[config.mk]
export PLATFORM = sky130hd
export DESIGN_NAME = fetch_queue
export DESIGN_NICKNAME = d
export VERILOG_FILES = /design/src/rtl/fetch_queue.sv
export SDC_FILE = /design/constraint.sdc
export NUM_CORES = 1
export LEC_CHECK = 0
export BUFFER_PORTS_ARGS = -buffer_cell sky130_fd_sc_hd__buf_2
export CAP_MARGIN = 20
export CORE_UTILIZATION = 58
export DETAILED_ROUTE_END_ITERATION = 10
export PLACE_DENSITY = 0.8
export SYNTH_ARGS = -nofsm -noshare
export SYNTH_HDL_FRONTEND = slang
export SYNTH_SLANG_ARGS = --single-unit
[constraint.sdc]
create_clock -name clk -period 10.7 [get_ports clk]
set_input_delay 2.14 -clock clk [delete_from_list [all_inputs] [get_ports clk]]
set_output_delay 2.14 -clock clk [all_outputs]
set_load 0.005 [all_outputs]
[src/rtl/fetch_queue.sv]
// fetch_queue: circular FIFO between instruction fetch and DC_stage, flushed on mispredict.
// Optional macro FQ_BYPASS_EN: an empty queue forwards the fetch offer to decode combinationally.
module fetch_queue #(
  parameter int DEPTH = 4
) (
  input  logic                   clk,
  input  logic                   rst,
  input  logic                   f_valid,
  input  logic [31:0]            f_pc,
  input  logic [31:0]            f_inst,
  input  logic                   f_jump,
  output logic                   fq_ready,
  output logic                   IF_valid,
  output logic [31:0]            DC_in_pc,
  output logic [31:0]            DC_in_inst,
  output logic                   DC_in_jump,
  input  logic                   DC_ready,
  input  logic                   mispredict,
  output logic [$clog2(DEPTH):0] fq_count
);
  localparam int AW = $clog2(DEPTH);
  localparam int CW = AW + 1;

  logic [31:0]   pc_q   [DEPTH];
  logic [31:0]   inst_q [DEPTH];
  logic          jump_q [DEPTH];
  logic [AW-1:0] head_q, head_d;
  logic [AW-1:0] tail_q, tail_d;
  logic [CW-1:0] count_q, count_d;

  logic full, empty, push, wr_en, rd_en, bypass_hit;

  // fq_ready depends only on registered count, so a pop never frees a slot in the same cycle
  assign full     = (count_q == CW'(DEPTH));
  assign empty    = (count_q == '0);
  assign fq_ready = !full && !mispredict;
  assign push     = f_valid && fq_ready;

`ifdef FQ_BYPASS_EN
  logic bypass_sel;
  assign bypass_sel = empty && f_valid && !mispredict;
  // consumed directly by decode: never written into storage
  assign bypass_hit = bypass_sel && DC_ready;
  assign IF_valid   = (!empty && !mispredict) || bypass_sel;
  assign DC_in_pc   = bypass_sel ? f_pc   : pc_q[head_q];
  assign DC_in_inst = bypass_sel ? f_inst : inst_q[head_q];
  assign DC_in_jump = bypass_sel ? f_jump : jump_q[head_q];
`else
  assign bypass_hit = 1'b0;
  assign IF_valid   = !empty && !mispredict;
  assign DC_in_pc   = pc_q[head_q];
  assign DC_in_inst = inst_q[head_q];
  assign DC_in_jump = jump_q[head_q];
`endif

  assign wr_en = push && !bypass_hit;
  assign rd_en = !empty && !mispredict && DC_ready;

  always_comb begin
    head_d  = head_q;
    tail_d  = tail_q;
    count_d = count_q;
    if (mispredict) begin
      head_d  = '0;
      tail_d  = '0;
      count_d = '0;
    end else begin
      if (wr_en) tail_d = tail_q + AW'(1);
      if (rd_en) head_d = head_q + AW'(1);
      count_d = count_q + CW'(wr_en) - CW'(rd_en);
    end
  end

  always_ff @(posedge clk or posedge rst) begin
    if (rst) begin
      head_q  <= '0;
      tail_q  <= '0;
      count_q <= '0;
    end else begin
      head_q  <= head_d;
      tail_q  <= tail_d;
      count_q <= count_d;
    end
  end

  // storage is deliberately left intact by a flush; only pointers are cleared
  always_ff @(posedge clk or posedge rst) begin
    if (rst) begin
      for (int i = 0; i < DEPTH; i++) begin
        pc_q[i]   <= '0;
        inst_q[i] <= '0;
        jump_q[i] <= 1'b0;
      end
    end else if (wr_en) begin
      pc_q[tail_q]   <= f_pc;
      inst_q[tail_q] <= f_inst;
      jump_q[tail_q] <= f_jump;
    end
  end

  assign fq_count = count_q;

endmodule

==> flow_metrics.tcl, run 1 <==
set metrics [dict create \
    outcome "complete, no violations" \
    die-area_um2 20700 \
    syn_inst 677 \
    num_rows 51 \
    hpwl_um 14000 \
    p_int_mw 2.78 \
    viasPerCell 5.87 \
    r2r_slack_ps 8270 \
    clk_latency_ps 520 \
    r2r_cells 7 \
    gp_congestion 0.737 \
    htreeDepth 1 \
    max_stage_delay_ps 830 \
    cts.sinks 267 \
    fin_crit_sh_pct 46.0 \
    synthArstFlopShare_pct 100 \
    synthesis.nets 754 \
    timing.rr.end "pc_q[95]" \
    cts_setup_buffers 0 \
    crit_buf_inv 2 \
    drt_pass1_iterations 4 \
    cp_max_fo 37 \
    clk_pin_slew_ps 70 \
    drtAntennaViolNets 0 \
    die_y_um 144 \
    yosysSeqAreaShare_pct 57.2 \
    drtIter0Drc 256 \
    start_util_pct 59.6 \
    drv_slew 0 \
    power_density_nw_per_um2 284 \
    worst-setup-path-type "flip-flop to primary output" \
    fin_nets 889 \
    combPwrFrac_pct 28.9 \
    post-route-min-period_ps 4920 \
    drv_cap 0 \
    vias 6431 \
    hold_depth 1 \
    ctsHoldBuffers 0 \
    antenna_found_initial 0 \
    synthFlopType "dfrtp_1" \
    grt_pass1_wl_um 37500 \
    setup_viol 0 \
    syn-cell-area_um2 11700 \
    port_buffers 139 \
    crit_required_ps 8560 \
    ctsRootBufferMaster "clkbuf_16" \
    diodes 0 \
    hold_path_class "flip-flop to flip-flop" \
    start_kind "flip-flop" \
    irDropWorstVdd_uv 178 \
    coreArea_um2 19600 \
    switching_share_pct 27.6 \
    cts_buffers 27 \
    slew-limit-headroom_pct 28.8 \
    timing.rr.start "tail_q[1]" \
    gr-total-overflow 0 \
    ios 140 \
    fin_setup_tns_ps 0 \
    p_leak_nw 6.13 \
    final_layout_size_suffix_gt1_share_pct 39.6 \
    fmax_mhz 203 \
    cts_tree "yes" \
    p_switching_mw 1.06 \
    cts-resized-gates 0 \
    grt_max_degree 161 \
    wl_per_cell_um 21.2 \
    finalHoldViolations 0 \
    clockBufferDepth 3 \
    die_w_um 144 \
    worstMarginPinSlew_ps 1070 \
    syn_to_final_growth_pct 15.6 \
    synth-edff-count 0 \
    p_seq_share_pct 45.3 \
    grt_pass1_vias 7304 \
    synth_cell_types 25 \
    hp-start "inst_q[34]" \
    cp-end-kind "primary output" \
    worstPathCellList "buf_4 -> mux4_2 -> buf_2" \
    cp.arrival_ps 2780 \
    clockPowerShare_pct 25.8 \
    final_cells 1095 \
    critPathSlowestCell "dfrtp_4" \
    ys_ff_latch 267 \
    ys_warn_count 0 \
    cp_top_family "flip-flops" \
    drc_errors 0 \
    placedCellCount 1047 \
    holdPathEnd "inst_q[34]" \
    avgSynthCellArea_um2 17.3 \
    worst_clock_skew_ps 11.9 \
    rsz0062_at_grt "no" \
    drt-total-wl_um 23200 \
    track_usage_pct 23.6 \
]
## final cells by class
type / instances / area [µm²]
Inverter: 6 / 30.0
Sequential cell: 267 / 6690
Clock buffer: 37 / 793
Tap cell: 265 / 332
Fill cell: 1309 / 6080
Timing Repair Buffer: 150 / 798
Multi-Input combinational cell: 360 / 4710
Clock inverter: 10 / 156
## sequential cells by signal (all words and copies together) (netlist names)
name,count
fq_count,3
tail_q,2
jump_q,4
pc_q,128
head_q,2
inst_q,128
## synthesized netlist by cell type, types with 2 or more instances
master	n	area [µm²]
dfrtp_1	267	6680
mux2_1	200	2250
mux4_2	65	1460
mux2_2	61	687
buf_2	16	80.1
buf_4	10	75.1
buf_6	10	113
nor2_1	8	30.0
buf_1	6	22.5
ha_1	6	75.1
inv_1	6	22.5
nor3_1	3	15.0
xor2_1	3	26.3
clkbuf_1	2	7.51
nand2_1	2	7.51
nor4b_2	2	30.0
or3_1	2	12.5
## worst max-delay path by stage
stage               cells after the start  slack, ps        endpoint  startpoint
finish                                  3       5780  DC_in_inst[22]   head_q[0]
detailed placement                      3       5900        fq_ready  mispredict
global placement                        3       5910        fq_ready  mispredict
global route                            3       5600  DC_in_inst[18]   head_q[0]
floorplan                               1       1210     fq_count[0]         rst
CTS                                     3       5710  DC_in_inst[22]   head_q[0]
## stage by stage
stage | hold WS, ps | utilization [%] | setup WS [ps] | total power, mW | area [µm²]
3_3_place_gp | 461 | 64.0 | 5910 | 2.76 | 12500
5_1_grt | 493 | 68.9 | 5600 | 4.06 | 13500
6_report | 480 | 68.9 | 5780 | 3.83 | 13500
3_5_place_dp | 469 | 64.0 | 5900 | 2.87 | 12500
2_1_floorplan | 452 | - | 1210 | 2.44 | 11700
4_1_cts | 483 | 68.8 | 5710 | 3.88 | 13500
## placed cells by master, fill, tap and decap left out, drive strengths merged, types with 2 or more instances in the layout
cell and count:
dfrtp 267, mux2 261, buf 150, mux4 65
clkbuf 37, nor2 8, ha 6, inv 6
clkinv 5, bufinv 4, xor2 3, nor3 3
nor4b 2, nand2 2, or3 2
## logic make-up after synthesis
group | synth area share (%)
buf+inv | 2.74
flops | 57.2
fa+ha+maj | 0.814
xor+xnor | 0.300
compound gates | 0.225
simple gates | 1.03
mux | 37.7
## power groups by stage
stage	Sequential [mW]	Clock [mW]	Combinational, mW
2_1_floorplan	1.63	0	0.813
3_3_place_gp	1.69	0	1.07
3_5_place_dp	1.75	0	1.12
4_1_cts	1.74	1.01	1.13
5_1_grt	1.79	1.05	1.21
6_report	1.74	0.990	1.11
## routing by layer
layer  vias up  part of all wire (%)  track usage, %
met5         -                     0               0
met4         0                   1.9            5.38
met3        38                   5.1            4.63
met2       132                    52            42.1
met1      3479                    41            29.7
li1       2782                     -               -
Power figures use the tool's default switching activity.
==> inputs of run 2 (changes only) <==
--- a/config.mk
+++ b/config.mk
@@ -7,9 +7,9 @@
 export LEC_CHECK = 0
 export BUFFER_PORTS_ARGS = -buffer_cell sky130_fd_sc_hd__buf_2
 export CAP_MARGIN = 20
-export CORE_UTILIZATION = 58
+export CORE_UTILIZATION = 53
 export DETAILED_ROUTE_END_ITERATION = 10
-export PLACE_DENSITY = 0.8
+export PLACE_DENSITY = 0.77
 export SYNTH_ARGS = -nofsm -noshare
 export SYNTH_HDL_FRONTEND = slang
 export SYNTH_SLANG_ARGS = --single-unit
==> constraint.sdc (replaced) <==
create_clock -name clk -period 4.5 [get_ports clk]
set_input_delay 0.9 -clock clk [delete_from_list [all_inputs] [get_ports clk]]
set_output_delay 0.9 -clock clk [all_outputs]
set_load 0.005 [all_outputs]
==> run 2 against run 1 <==
Compared with the run above: via count increased by 0.23%; final area up 0.12%; total power grew 140%; sequential share of layout area down 0.059 points; critical path type unchanged; largest power group unchanged.
==> flow_metrics.tcl, run 2 (synthesized netlist as in run 1, its figures left out) <==
set metrics [dict create \
    worst-setup-path-type "flip-flop to primary output" \
    gr-total-overflow 0 \
    timing.rr.start "fq_count[1]" \
    final_layout_size_suffix_gt1_share_pct 39.3 \
    layout_commonest_cell "dfrtp_1" \
    finalHoldViolations 0 \
    crit_buf_inv 2 \
    cts_setup_buffers 0 \
    fmax_mhz 289 \
    r2r_slack_ps 2110 \
    top_regs "inst_q (128), pc_q (128), jump_q (4)" \
    fin_setup_tns_ps 0 \
    cts_buffers 27 \
    antenna_found_initial 4 \
    vias 6446 \
    drv_cap 0 \
    die-area_um2 22600 \
    outcome "complete, no violations" \
    drtIter0Drc 283 \
    clk_pin_slew_ps 60 \
    grt_max_degree 215 \
    fin_crit_sh_pct 77.0 \
    holdWs_ps 483 \
    coreArea_um2 21300 \
    cp-end-kind "primary output" \
    post-route-min-period_ps 3460 \
    cts.sinks 267 \
    drtAntennaViolNets 0 \
    timing.rr.end "fq_count[2]" \
    ios 140 \
    clockBufferDepth 3 \
    num_rows 53 \
    grt_pass1_vias 7232 \
    drt_pass1_iterations 4 \
    cts_tree "yes" \
    ctsRootBufferMaster "clkbuf_16" \
    port_buffers 139 \
    worstPathCellList "buf_4 -> mux4_2 -> buf_2" \
    worstMarginPinSlew_ps 1140 \
    ctsHoldBuffers 0 \
    power_density_nw_per_um2 673 \
    hpwl_um 15100 \
    wl_per_cell_um 21.2 \
    final_cell_mix "265 x dfrtp_1, 200 x mux2_1, 139 x buf_2, 65 x mux4_2, 61 x mux2_2" \
    max_stage_delay_ps 890 \
    die_w_um 150 \
    setup_viol 0 \
    syn_to_final_growth_pct 15.8 \
    p_leak_nw 6.13 \
    drv_slew 0 \
    worst_clock_skew_ps 5.81 \
    cp_top_family "flip-flops" \
    cp.depth 3 \
    irDropWorstVdd_uv 482 \
    start_util_pct 54.9 \
    critPathSlowestCell "dfrtp_4" \
    holdPathEnd "inst_q[63]" \
    hold_path_class "flip-flop to flip-flop" \
    gp_congestion 0.746 \
    cp.arrival_ps 2560 \
    start_kind "flip-flop" \
    cp_max_fo 35 \
    hp-start "inst_q[63]" \
    htreeDepth 1 \
    clk_latency_ps 520 \
    r2r_cells 9 \
    total_power_mw 9.10 \
    die_y_um 150 \
    drt-total-wl_um 23500 \
    rsz0062_at_grt "no" \
    hold_depth 1 \
    fin_nets 890 \
    drc_errors 0 \
    track_usage_pct 21.9 \
    slew-limit-headroom_pct 23.7 \
    grt_pass1_wl_um 38300 \
    crit_required_ps 3600 \
    cts-resized-gates 0 \
    viasPerCell 5.81 \
]
## run 2: worst register-to-register path, stage by stage (launching register included)
cell,delay (ps)
dfrtp_1,490
nor3b_4,510
or3_1,210
ha_1,230
inv_1,60
ha_1,140
inv_1,50
fa_1,370
xnor2_1,160
nor2_1,60
## run 2: worst max-delay path by stage
| stage | from | endpoint | slack (ps) |
|---|---|---|---|
| final | head_q[0] | DC_in_pc[19] | 1040 |
| after global routing | head_q[0] | DC_in_pc[16] | 860 |
| after CTS | head_q[0] | DC_in_pc[23] | 960 |
| after detailed placement | head_q[0] | DC_in_pc[23] | 1510 |
| after global placement | head_q[0] | DC_in_pc[19] | 1540 |
| after floorplan | rst | fq_count[0] | 70 |
## run 2: per-stage QoR
stage	utilization (%)	std cells	area [µm²]	setup WS (ps)
after global placement	59.1	1059	12600	1540
after floorplan	-	677	11700	74.5
final	63.5	1110	13500	1040
after CTS	63.5	1108	13500	960
after global routing	63.5	1109	13500	861
after detailed placement	59.1	1059	12600	1510
## run 2: report_power, final
part	total (mW)	leakage (nW)	internal [mW]	switching [mW]
Combinational	2.61	2.33	1.64	0.972
Sequential	4.18	3.33	3.50	0.676
Clock	2.30	0.463	1.44	0.868
Total	9.10	6.13	6.58	2.52
## run 2: per-layer routing
metal / global-route usage (%) / wire (µm) / part of all wire [%]
met5: 0 / 29 / 0.12
met4: 6.36 / 512 / 2.2
met3: 5.09 / 1340 / 5.7
met2: 36.7 / 11800 / 50
met1: 28.6 / 9860 / 42
## run 2: layout make-up
type	instances	area (µm²)
Fill cell	1507	7760
Sequential cell	267	6690
Timing Repair Buffer	151	811
Clock inverter	5	100
Tap cell	275	344
Multi-Input combinational cell	360	4710
Inverter	6	26.3
Clock buffer	44	840
Antenna cell	2	5.00
